===== src/rtl/tweezer_pkg.sv =====
// ============================================================================
// Module : tweezer_pkg
// Brief  : Shared FSM state type, default widths and signed saturation helper
//          for the tweezer PI controller bank.
// Rev    : 1.0 - initial release
// ============================================================================
`default_nettype none

package tweezer_pkg;

  localparam int DEF_N_CH      = 3;
  localparam int DEF_IN_W      = 16;
  localparam int DEF_IN_FRAC   = 15;
  localparam int DEF_OUT_W     = 16;
  localparam int DEF_OUT_FRAC  = 15;
  localparam int DEF_COEF_W    = 10;
  localparam int DEF_COEF_FRAC = 9;
  localparam int DEF_ACC_W     = 40;

  typedef enum logic [2:0] {
    IDLE = 3'd0,
    ERR  = 3'd1,
    MUL  = 3'd2,
    ACC  = 3'd3,
    DONE = 3'd4
  } state_t;

  // Clamp x into the signed range of a w-bit word (w <= 64).
  function automatic logic signed [63:0] sat_s(input logic signed [63:0] x,
                                               input int unsigned w);
    logic signed [63:0] lim;
    lim = 64'sd1 <<< (w - 1);
    if (x >= lim)
      return lim - 64'sd1;
    else if (x < -lim)
      return -lim;
    else
      return x;
  endfunction

endpackage

`default_nettype wire


===== src/rtl/tweezer_pi_bank_if.sv =====
// ============================================================================
// Module : tweezer_pi_bank_if
// Brief  : Sample/control/result bundle of the tweezer PI bank.
// Rev    : 1.0 - initial release
// ============================================================================
`default_nettype none

interface tweezer_pi_bank_if #(
  parameter int N_CH   = 3,
  parameter int IN_W   = 16,
  parameter int OUT_W  = 16,
  parameter int COEF_W = 10
);
  logic [N_CH*IN_W-1:0]   in_data;
  logic                   in_valid;
  logic [N_CH*IN_W-1:0]   setpoint;
  logic [N_CH*COEF_W-1:0] kp;
  logic [N_CH*COEF_W-1:0] ki;
  logic [N_CH-1:0]        pi_enable;
  logic [N_CH-1:0]        pi_freeze;
  logic [N_CH-1:0]        pi_reset;
  logic                   overrun_clr;
  logic [N_CH*OUT_W-1:0]  out_data;
  logic                   out_valid;
  logic                   busy;
  logic                   overrun;

  modport master (
    output in_data, in_valid, setpoint, kp, ki,
           pi_enable, pi_freeze, pi_reset, overrun_clr,
    input  out_data, out_valid, busy, overrun
  );

  modport slave (
    input  in_data, in_valid, setpoint, kp, ki,
           pi_enable, pi_freeze, pi_reset, overrun_clr,
    output out_data, out_valid, busy, overrun
  );
endinterface

`default_nettype wire


===== src/rtl/pi_mac_lane.sv =====
// ============================================================================
// Module : pi_mac_lane
// Brief  : Shared error / multiply / accumulate lane with per-channel
//          integrators. Saturation enabled by TWEEZER_PI_BANK_SAT_EN.
// Rev    : 1.0 - initial release
// ============================================================================
`default_nettype none

module pi_mac_lane
  import tweezer_pkg::*;
#(
  parameter int N_CH   = DEF_N_CH,
  parameter int IN_W   = DEF_IN_W,
  parameter int COEF_W = DEF_COEF_W,
  parameter int ACC_W  = DEF_ACC_W,
  parameter int OUT_W  = DEF_OUT_W,
  parameter int SHIFT  = DEF_IN_FRAC + DEF_COEF_FRAC - DEF_OUT_FRAC,
  parameter int CH_W   = 2
) (
  input  logic                     clk,
  input  logic                     rst_n,
  input  logic                     err_en_i,
  input  logic                     mul_en_i,
  input  logic                     acc_en_i,
  input  logic [CH_W-1:0]          ch_i,
  input  logic signed [IN_W-1:0]   sample_i,
  input  logic signed [IN_W-1:0]   setpoint_i,
  input  logic signed [COEF_W-1:0] kp_i,
  input  logic signed [COEF_W-1:0] ki_i,
  input  logic                     freeze_i,
  input  logic                     clear_i,
  output logic signed [OUT_W-1:0]  y_o
);

  localparam int E_W = IN_W + 1;
  localparam int P_W = COEF_W + E_W;
  localparam int S_W = ACC_W + 1;

  logic signed [E_W-1:0]   err_q, err_d;
  logic signed [P_W-1:0]   p_q, p_d, i_q, i_d;
  logic signed [ACC_W-1:0] integ_q [N_CH];
  logic signed [ACC_W-1:0] integ_sum_d, integ_d;
  logic signed [S_W-1:0]   sum_wide_d, tot_d, tot_sh_d;
  logic signed [OUT_W-1:0] y_lim_d;

  always_comb begin
    err_d      = E_W'(setpoint_i) - E_W'(sample_i);
    p_d        = P_W'(kp_i) * P_W'(err_q);
    i_d        = P_W'(ki_i) * P_W'(err_q);
    sum_wide_d = S_W'(integ_q[ch_i]) + S_W'(i_q);
`ifdef TWEEZER_PI_BANK_SAT_EN
    integ_sum_d = ACC_W'(sat_s(64'(sum_wide_d), ACC_W));
`else
    integ_sum_d = ACC_W'(sum_wide_d);
`endif
    // Clearing wins over freeze so pi_reset always empties the integrator.
    if (clear_i)
      integ_d = '0;
    else if (freeze_i)
      integ_d = integ_q[ch_i];
    else
      integ_d = integ_sum_d;
    tot_d    = S_W'(p_q) + S_W'(integ_d);
    tot_sh_d = tot_d >>> SHIFT;
`ifdef TWEEZER_PI_BANK_SAT_EN
    y_lim_d = OUT_W'(sat_s(64'(tot_sh_d), OUT_W));
`else
    y_lim_d = OUT_W'(tot_sh_d);
`endif
    y_o = clear_i ? '0 : y_lim_d;
  end

  always_ff @(posedge clk or negedge rst_n) begin
    if (!rst_n) begin
      err_q <= '0;
      p_q   <= '0;
      i_q   <= '0;
      for (int c = 0; c < N_CH; c++) integ_q[c] <= '0;
    end else begin
      if (err_en_i) err_q <= err_d;
      if (mul_en_i) begin
        p_q <= p_d;
        i_q <= i_d;
      end
      if (acc_en_i) integ_q[ch_i] <= integ_d;
    end
  end

endmodule

`default_nettype wire


===== src/rtl/tweezer_pi_bank.sv =====
// ============================================================================
// Module : tweezer_pi_bank
// Brief  : Time-multiplexed bank of PI controllers for optical tweezer axes.
//          Optional saturation via TWEEZER_PI_BANK_SAT_EN.
// Rev    : 1.0 - initial release
// ============================================================================
`default_nettype none

module tweezer_pi_bank
  import tweezer_pkg::*;
#(
  parameter int N_CH      = DEF_N_CH,
  parameter int IN_W      = DEF_IN_W,
  parameter int IN_FRAC   = DEF_IN_FRAC,
  parameter int OUT_W     = DEF_OUT_W,
  parameter int OUT_FRAC  = DEF_OUT_FRAC,
  parameter int COEF_W    = DEF_COEF_W,
  parameter int COEF_FRAC = DEF_COEF_FRAC,
  parameter int ACC_W     = DEF_ACC_W
) (
  input  logic              clk,
  input  logic              rst_n,
  tweezer_pi_bank_if.slave  bus
);

  localparam int CH_W  = (N_CH > 1) ? $clog2(N_CH) : 1;
  localparam int SHIFT = IN_FRAC + COEF_FRAC - OUT_FRAC;
  localparam logic [CH_W-1:0] C_LAST = CH_W'(N_CH - 1);

  state_t                  state_q;
  logic [CH_W-1:0]         ch_q;
  logic                    busy_q, out_valid_q, overrun_q;
  logic signed [IN_W-1:0]  smp_q [N_CH];
  logic signed [IN_W-1:0]  sp_q  [N_CH];
  logic signed [COEF_W-1:0] kp_q [N_CH];
  logic signed [COEF_W-1:0] ki_q [N_CH];
  logic [N_CH-1:0]         en_q, frz_q, prst_q;
  logic signed [OUT_W-1:0] res_q [N_CH];
  logic signed [OUT_W-1:0] out_q [N_CH];
  logic signed [OUT_W-1:0] lane_y;

  pi_mac_lane #(
    .N_CH(N_CH), .IN_W(IN_W), .COEF_W(COEF_W), .ACC_W(ACC_W),
    .OUT_W(OUT_W), .SHIFT(SHIFT), .CH_W(CH_W)
  ) u_lane (
    .clk        (clk),
    .rst_n      (rst_n),
    .err_en_i   (state_q == ERR),
    .mul_en_i   (state_q == MUL),
    .acc_en_i   (state_q == ACC),
    .ch_i       (ch_q),
    .sample_i   (smp_q[ch_q]),
    .setpoint_i (sp_q[ch_q]),
    .kp_i       (kp_q[ch_q]),
    .ki_i       (ki_q[ch_q]),
    .freeze_i   (frz_q[ch_q]),
    .clear_i    (~en_q[ch_q] | prst_q[ch_q]),
    .y_o        (lane_y)
  );

  always_ff @(posedge clk or negedge rst_n) begin
    if (!rst_n) begin
      state_q     <= IDLE;
      ch_q        <= '0;
      busy_q      <= 1'b0;
      out_valid_q <= 1'b0;
      overrun_q   <= 1'b0;
      en_q        <= '0;
      frz_q       <= '0;
      prst_q      <= '0;
      for (int c = 0; c < N_CH; c++) begin
        smp_q[c] <= '0;
        sp_q[c]  <= '0;
        kp_q[c]  <= '0;
        ki_q[c]  <= '0;
        res_q[c] <= '0;
        out_q[c] <= '0;
      end
    end else begin
      out_valid_q <= 1'b0;
      // A new overrun outranks a simultaneous clear.
      if (bus.in_valid && busy_q)
        overrun_q <= 1'b1;
      else if (bus.overrun_clr)
        overrun_q <= 1'b0;

      case (state_q)
        IDLE: begin
          if (bus.in_valid) begin
            for (int c = 0; c < N_CH; c++) begin
              smp_q[c] <= bus.in_data[c*IN_W +: IN_W];
              sp_q[c]  <= bus.setpoint[c*IN_W +: IN_W];
              kp_q[c]  <= bus.kp[c*COEF_W +: COEF_W];
              ki_q[c]  <= bus.ki[c*COEF_W +: COEF_W];
            end
            en_q    <= bus.pi_enable;
            frz_q   <= bus.pi_freeze;
            prst_q  <= bus.pi_reset;
            ch_q    <= '0;
            busy_q  <= 1'b1;
            state_q <= ERR;
          end
        end
        ERR: state_q <= MUL;
        MUL: state_q <= ACC;
        ACC: begin
          res_q[ch_q] <= lane_y;
          if (ch_q == C_LAST) begin
            // Publish the whole set at once so out_data moves only with out_valid.
            for (int c = 0; c < N_CH; c++)
              out_q[c] <= (CH_W'(c) == ch_q) ? lane_y : res_q[c];
            out_valid_q <= 1'b1;
            state_q     <= DONE;
          end else begin
            ch_q    <= ch_q + CH_W'(1);
            state_q <= ERR;
          end
        end
        DONE: begin
          busy_q  <= 1'b0;
          state_q <= IDLE;
        end
        default: state_q <= IDLE;
      endcase
    end
  end

  generate
    for (genvar g = 0; g < N_CH; g++) begin : g_pack
      assign bus.out_data[g*OUT_W +: OUT_W] = out_q[g];
    end
  endgenerate

  assign bus.out_valid = out_valid_q;
  assign bus.busy      = busy_q;
  assign bus.overrun   = overrun_q;

endmodule

`default_nettype wire


===== src/flat_wrapper.sv =====
// flat-port wrapper written by rule: the top's interface ports become plain ports
module tweezer_pi_bank_flat import tweezer_pkg::*;
#(
  parameter int N_CH      = DEF_N_CH,
  parameter int IN_W      = DEF_IN_W,
  parameter int IN_FRAC   = DEF_IN_FRAC,
  parameter int OUT_W     = DEF_OUT_W,
  parameter int OUT_FRAC  = DEF_OUT_FRAC,
  parameter int COEF_W    = DEF_COEF_W,
  parameter int COEF_FRAC = DEF_COEF_FRAC,
  parameter int ACC_W     = DEF_ACC_W
)
  (clk, rst_n, bus_in_data, bus_in_valid, bus_setpoint, bus_kp, bus_ki, bus_pi_enable, bus_pi_freeze, bus_pi_reset, bus_overrun_clr, bus_out_data, bus_out_valid, bus_busy, bus_overrun);
  tweezer_pi_bank_if #(.N_CH(N_CH), .IN_W(IN_W), .OUT_W(OUT_W), .COEF_W(COEF_W)) bus_i ();
  input  logic clk;
  input  logic rst_n;
  input wire logic [$bits(bus_i.in_data)-1:0] bus_in_data;
  input wire logic [$bits(bus_i.in_valid)-1:0] bus_in_valid;
  input wire logic [$bits(bus_i.setpoint)-1:0] bus_setpoint;
  input wire logic [$bits(bus_i.kp)-1:0] bus_kp;
  input wire logic [$bits(bus_i.ki)-1:0] bus_ki;
  input wire logic [$bits(bus_i.pi_enable)-1:0] bus_pi_enable;
  input wire logic [$bits(bus_i.pi_freeze)-1:0] bus_pi_freeze;
  input wire logic [$bits(bus_i.pi_reset)-1:0] bus_pi_reset;
  input wire logic [$bits(bus_i.overrun_clr)-1:0] bus_overrun_clr;
  output wire logic [$bits(bus_i.out_data)-1:0] bus_out_data;
  output wire logic [$bits(bus_i.out_valid)-1:0] bus_out_valid;
  output wire logic [$bits(bus_i.busy)-1:0] bus_busy;
  output wire logic [$bits(bus_i.overrun)-1:0] bus_overrun;
  assign bus_i.in_data = bus_in_data;
  assign bus_i.in_valid = bus_in_valid;
  assign bus_i.setpoint = bus_setpoint;
  assign bus_i.kp = bus_kp;
  assign bus_i.ki = bus_ki;
  assign bus_i.pi_enable = bus_pi_enable;
  assign bus_i.pi_freeze = bus_pi_freeze;
  assign bus_i.pi_reset = bus_pi_reset;
  assign bus_i.overrun_clr = bus_overrun_clr;
  assign bus_out_data = bus_i.out_data;
  assign bus_out_valid = bus_i.out_valid;
  assign bus_busy = bus_i.busy;
  assign bus_overrun = bus_i.overrun;
  tweezer_pi_bank #(.N_CH(N_CH), .IN_W(IN_W), .IN_FRAC(IN_FRAC), .OUT_W(OUT_W), .OUT_FRAC(OUT_FRAC), .COEF_W(COEF_W), .COEF_FRAC(COEF_FRAC), .ACC_W(ACC_W)) u_core (.clk(clk), .rst_n(rst_n), .bus(bus_i));
endmodule

===== config.mk =====
export PLATFORM = sky130hd
export DESIGN_NAME = tweezer_pi_bank_flat
export DESIGN_NICKNAME = d
export VERILOG_FILES = /design/src/rtl/tweezer_pkg.sv /design/src/rtl/tweezer_pi_bank_if.sv /design/src/rtl/pi_mac_lane.sv /design/src/rtl/tweezer_pi_bank.sv /design/src/flat_wrapper.sv
export SDC_FILE = /design/constraint.sdc
export NUM_CORES = 2
export LEC_CHECK = 0
export ABC_AREA = 1
export CORE_ASPECT_RATIO = 1.25
export CORE_MARGIN = 2
export CORE_UTILIZATION = 30
export CTS_CLUSTER_SIZE = 16
export DETAILED_ROUTE_END_ITERATION = 10
export GPL_ROUTABILITY_DRIVEN = 1
export GPL_TIMING_DRIVEN = 0
export SLEW_MARGIN = 5
export SYNTH_ARGS = -nofsm -noshare
export SYNTH_HDL_FRONTEND = slang
export SYNTH_HIERARCHICAL = 1
export SYNTH_SLANG_ARGS = --single-unit

===== constraint.sdc =====
create_clock -name clk -period 16.65 [get_ports clk]
set_input_delay 1.665 -clock clk [delete_from_list [all_inputs] [get_ports clk]]
set_output_delay 1.665 -clock clk [all_outputs]
set_load 0.005 [all_outputs]

==> impl_metrics.tcl <==
set metrics [dict create \
    crit_path_top_delay_cell "dfrtp_1" \
    place_inst 6022 \
    clkSinkCount 395 \
    post-route-period-util 0.526 \
    dp_hpwl_um 84000 \
    vias 29000 \
    hold_buffers 0 \
    root_buffer "clkbuf_16" \
    worstSetupStartpointType "flop" \
    clockBufferDepth 3 \
    clock_latency_ps 610 \
    globalRouteOverflowTotal 0 \
    setup_tns_ps 0 \
    synth_nets 4971 \
    ys_top_cells_by_area "dfrtp_1 29%, fa_1 17%, nand2_1 12%, inv_1 9.6%, ha_1 6.9%" \
    synth_most_common_cell "nand2_1" \
    finalHoldViolCount 0 \
    grt_pass1_vias 29800 \
    path_cells "buf_2 > clkbuf_1 > o21ai_0 > o21ai_0 > clkbuf_1 > clkbuf_1 > nand2_1 > fa_1 > inv_1 > fa_1 > inv_1 > fa_1 > fa_1 > fa_1 > inv_1 > ha_1 > nand2_1 > nor3_1 > nand4_1 > o221ai_1 > xor2_1 > nand2_1 > nand2_1" \
    antenna_found_initial 1 \
    worstPathRequired_ps 17150 \
    synth_common_cells "1,097 x nand2_1, 855 x inv_1, 395 x dfrtp_1" \
    netlist_instances 4340 \
    endpoint_kind "flop" \
    cpPeakStageDelay_ps 1030 \
    viasPerCell 4.76 \
    regArea_um2 9880 \
    dieArea_um2 115000 \
    hp-class "flop to flop" \
    crit_arrival_ps 9250 \
    antenna_left 0 \
    synth_largest_area_cell "dfrtp_1" \
    finalNetCount 5241 \
    port_buffers 219 \
    status "finished clean" \
    initial_core_util 0.301 \
    fp-row-count 137 \
    drt_wl_total_um 103000 \
    cts_tree "yes" \
    areaGrowthSynthToFinish_pct 16.4 \
    final.fill_count 11700 \
    post-synth-top-area-fraction 0.295 \
    fin_cells 6097 \
    syn_area_um2 33500 \
    ys_seq_area_frac 0.295 \
    drt-pass1-iter-count 5 \
    max_clock_freq_mhz 114 \
    synth_ff_type "dfrtp_1" \
    cp_top_family "adder cells" \
    crit_top_cell "fa_1" \
    async_flop_share 1.00 \
    die_h_um 378 \
    yosysUniqueCellTypes 56 \
    coreArea_um2 111000 \
    antenna_cells 0 \
    crit_type "flop to flop" \
    avgSynthCellArea_um2 7.73 \
    synth_warnings 6 \
    routedWlPerCell_um 16.9 \
    cts_max_level 2 \
    cts_resized 0 \
    cp_max_fo 10 \
    boundaryPins 220 \
    slew-limit-headroom 0.303 \
    rsz0062_at_grt "false" \
    clock_skew_ps 52.5 \
    drive_gt1_frac 0.0614 \
    synth_edf_count 0 \
    ys_seq_elements 395 \
    clk_pin_slew_ps 60 \
    tightest_slew_ps 1050 \
    max-cap-violations 0 \
    grt.total_usage 0.181 \
    cts_setup_buffers 0 \
    cts-buffers-inserted 45 \
    cp_num_buf_inv 7 \
    dr.first_iter.drc_count 2074 \
    grt_pass1_wl_um 163000 \
    multiInputGateArea_um2 19300 \
    finalSetupViolCount 0 \
    grt_max_degree 114 \
    period_minus_slack_ps 8750 \
    gp_congestion 0.921 \
    die_w_um 303 \
    maxSlewViolCount 0 \
    drc 0 \
]
## worst paths after layout
| path | startpoint | end | slack (ps) | depth (start not counted) |
|---|---|---|---|---|
| max | u_core/ch_q[0]$_DFFE_PN0P_ | u_core/u_lane/i_q[24]$_DFFE_PN0P_ | 7900 | 23 |
| max reg2reg | u_core/ch_q[0]$_DFFE_PN0P_ | u_core/u_lane/i_q[24]$_DFFE_PN0P_ | 7900 | 23 |
| min reg2reg | u_core/kp_q[24]$_DFFE_PN0P_ | u_core/kp_q[24]$_DFFE_PN0P_ | 480 | 2 |
| max in group asynchronous | rst_n | u_core/smp_q[2]$_DFFE_PN0P_ | 14040 | 3 |
| min in group asynchronous | rst_n | u_core/bus.out_data[2]$_DFFE_PN0P_ | 1110 | 1 |
| min | u_core/kp_q[24]$_DFFE_PN0P_ | u_core/kp_q[24]$_DFFE_PN0P_ | 480 | 2 |
## sequential cells by signal (all words and copies together), names as in the netlist
name	count
u_core/u_lane/integ_q	75
u_core/bus.out_data	48
u_core/smp_q	48
u_core/sp_q	48
u_core/res_q	32
u_core/ki_q	30
u_core/kp_q	30
u_core/u_lane/i_q	25
u_core/u_lane/p_q	25
u_core/u_lane/err_q	17
u_core/en_q	3
u_core/frz_q	3
u_core/prst_q	3
u_core/state_q	3
u_core/ch_q	2
u_core/bus.busy	1
u_core/bus.out_valid	1
u_core/bus.overrun	1
## worst min-delay path, cell delays in order, from the launching register on
cell,delay (ps)
dfrtp_1,340
nand2_1,60
o21ai_2,50
## layout by cell type, fill, tap and decap left out, types with 5 or more instances in the layout
cell / synthesis / routed
clkbuf_8: 0 / 10
nand2_1: 1097 / 1097
clkdlybuf4s50_1: 0 / 218
nor4_1: 5 / 5
clkbuf_16: 0 / 45
clkbuf_1: 126 / 138
a21o_1: 15 / 15
buf_6: 34 / 34
dfrtp_1: 395 / 395
a21oi_1: 155 / 155
xor2_1: 31 / 31
buf_2: 31 / 31
or2_2: 16 / 16
a221oi_1: 19 / 19
fa_1: 278 / 278
buf_1: 11 / 11
and2_1: 5 / 5
o21ai_1: 89 / 91
nand4_1: 26 / 26
inv_1: 855 / 855
ha_1: 184 / 184
o21ai_2: 99 / 99
nand2_2: 16 / 16
a31oi_1: 15 / 15
o31ai_1: 9 / 9
nand3_1: 138 / 138
o21ai_0: 359 / 357
xnor2_1: 25 / 25
nor2_1: 216 / 216
o21bai_1: 13 / 13
a22oi_1: 5 / 5
o21a_1: 6 / 6
nor3_1: 23 / 23
## logic make-up (layout without fill, tap and decap cells)
| group | after synthesis | in the layout | synth area share |
|---|---|---|---|
| fa+ha+maj | 462 | 462 | 0.235 |
| compound gates | 800 | 800 | 0.138 |
| xor+xnor | 56 | 56 | 0.0146 |
| flops | 395 | 395 | 0.295 |
| simple gates | 1560 | 1560 | 0.189 |
| buf+inv | 1067 | 1365 | 0.129 |
## through the flow
stage	cell area, um^2	setup WS [ps]	util	hold WS (ps)
6_report	39100	7900	0.351	480
5_1_grt	39100	7450	0.351	499
3_5_place_dp	37700	8050	0.338	466
4_1_cts	39100	7930	0.351	481
3_3_place_gp	37600	-3970	0.338	462
2_1_floorplan	33500	10510	-	445
## area by class of cell
class                           instances  share of cell area
Sequential cell                       395               0.253
Clock inverter                          8             0.00237
Buffer                                204              0.0273
Multi-Input combinational cell       2878               0.495
Timing Repair Buffer                  223              0.0586
Tap cell                             1459              0.0467
Clock buffer                           67              0.0335
Inverter                              863              0.0831
## routing by layer
layer / routed length (um) / global-route usage
met1: 42600 / 0.227
met4: 4870 / 0.0773
met5: 13 / 0
met2: 50200 / 0.311
met3: 5210 / 0.0209
Power is not shown: default switching activity piles up to over one toggle a cycle in this logic, so the estimate is an artifact.
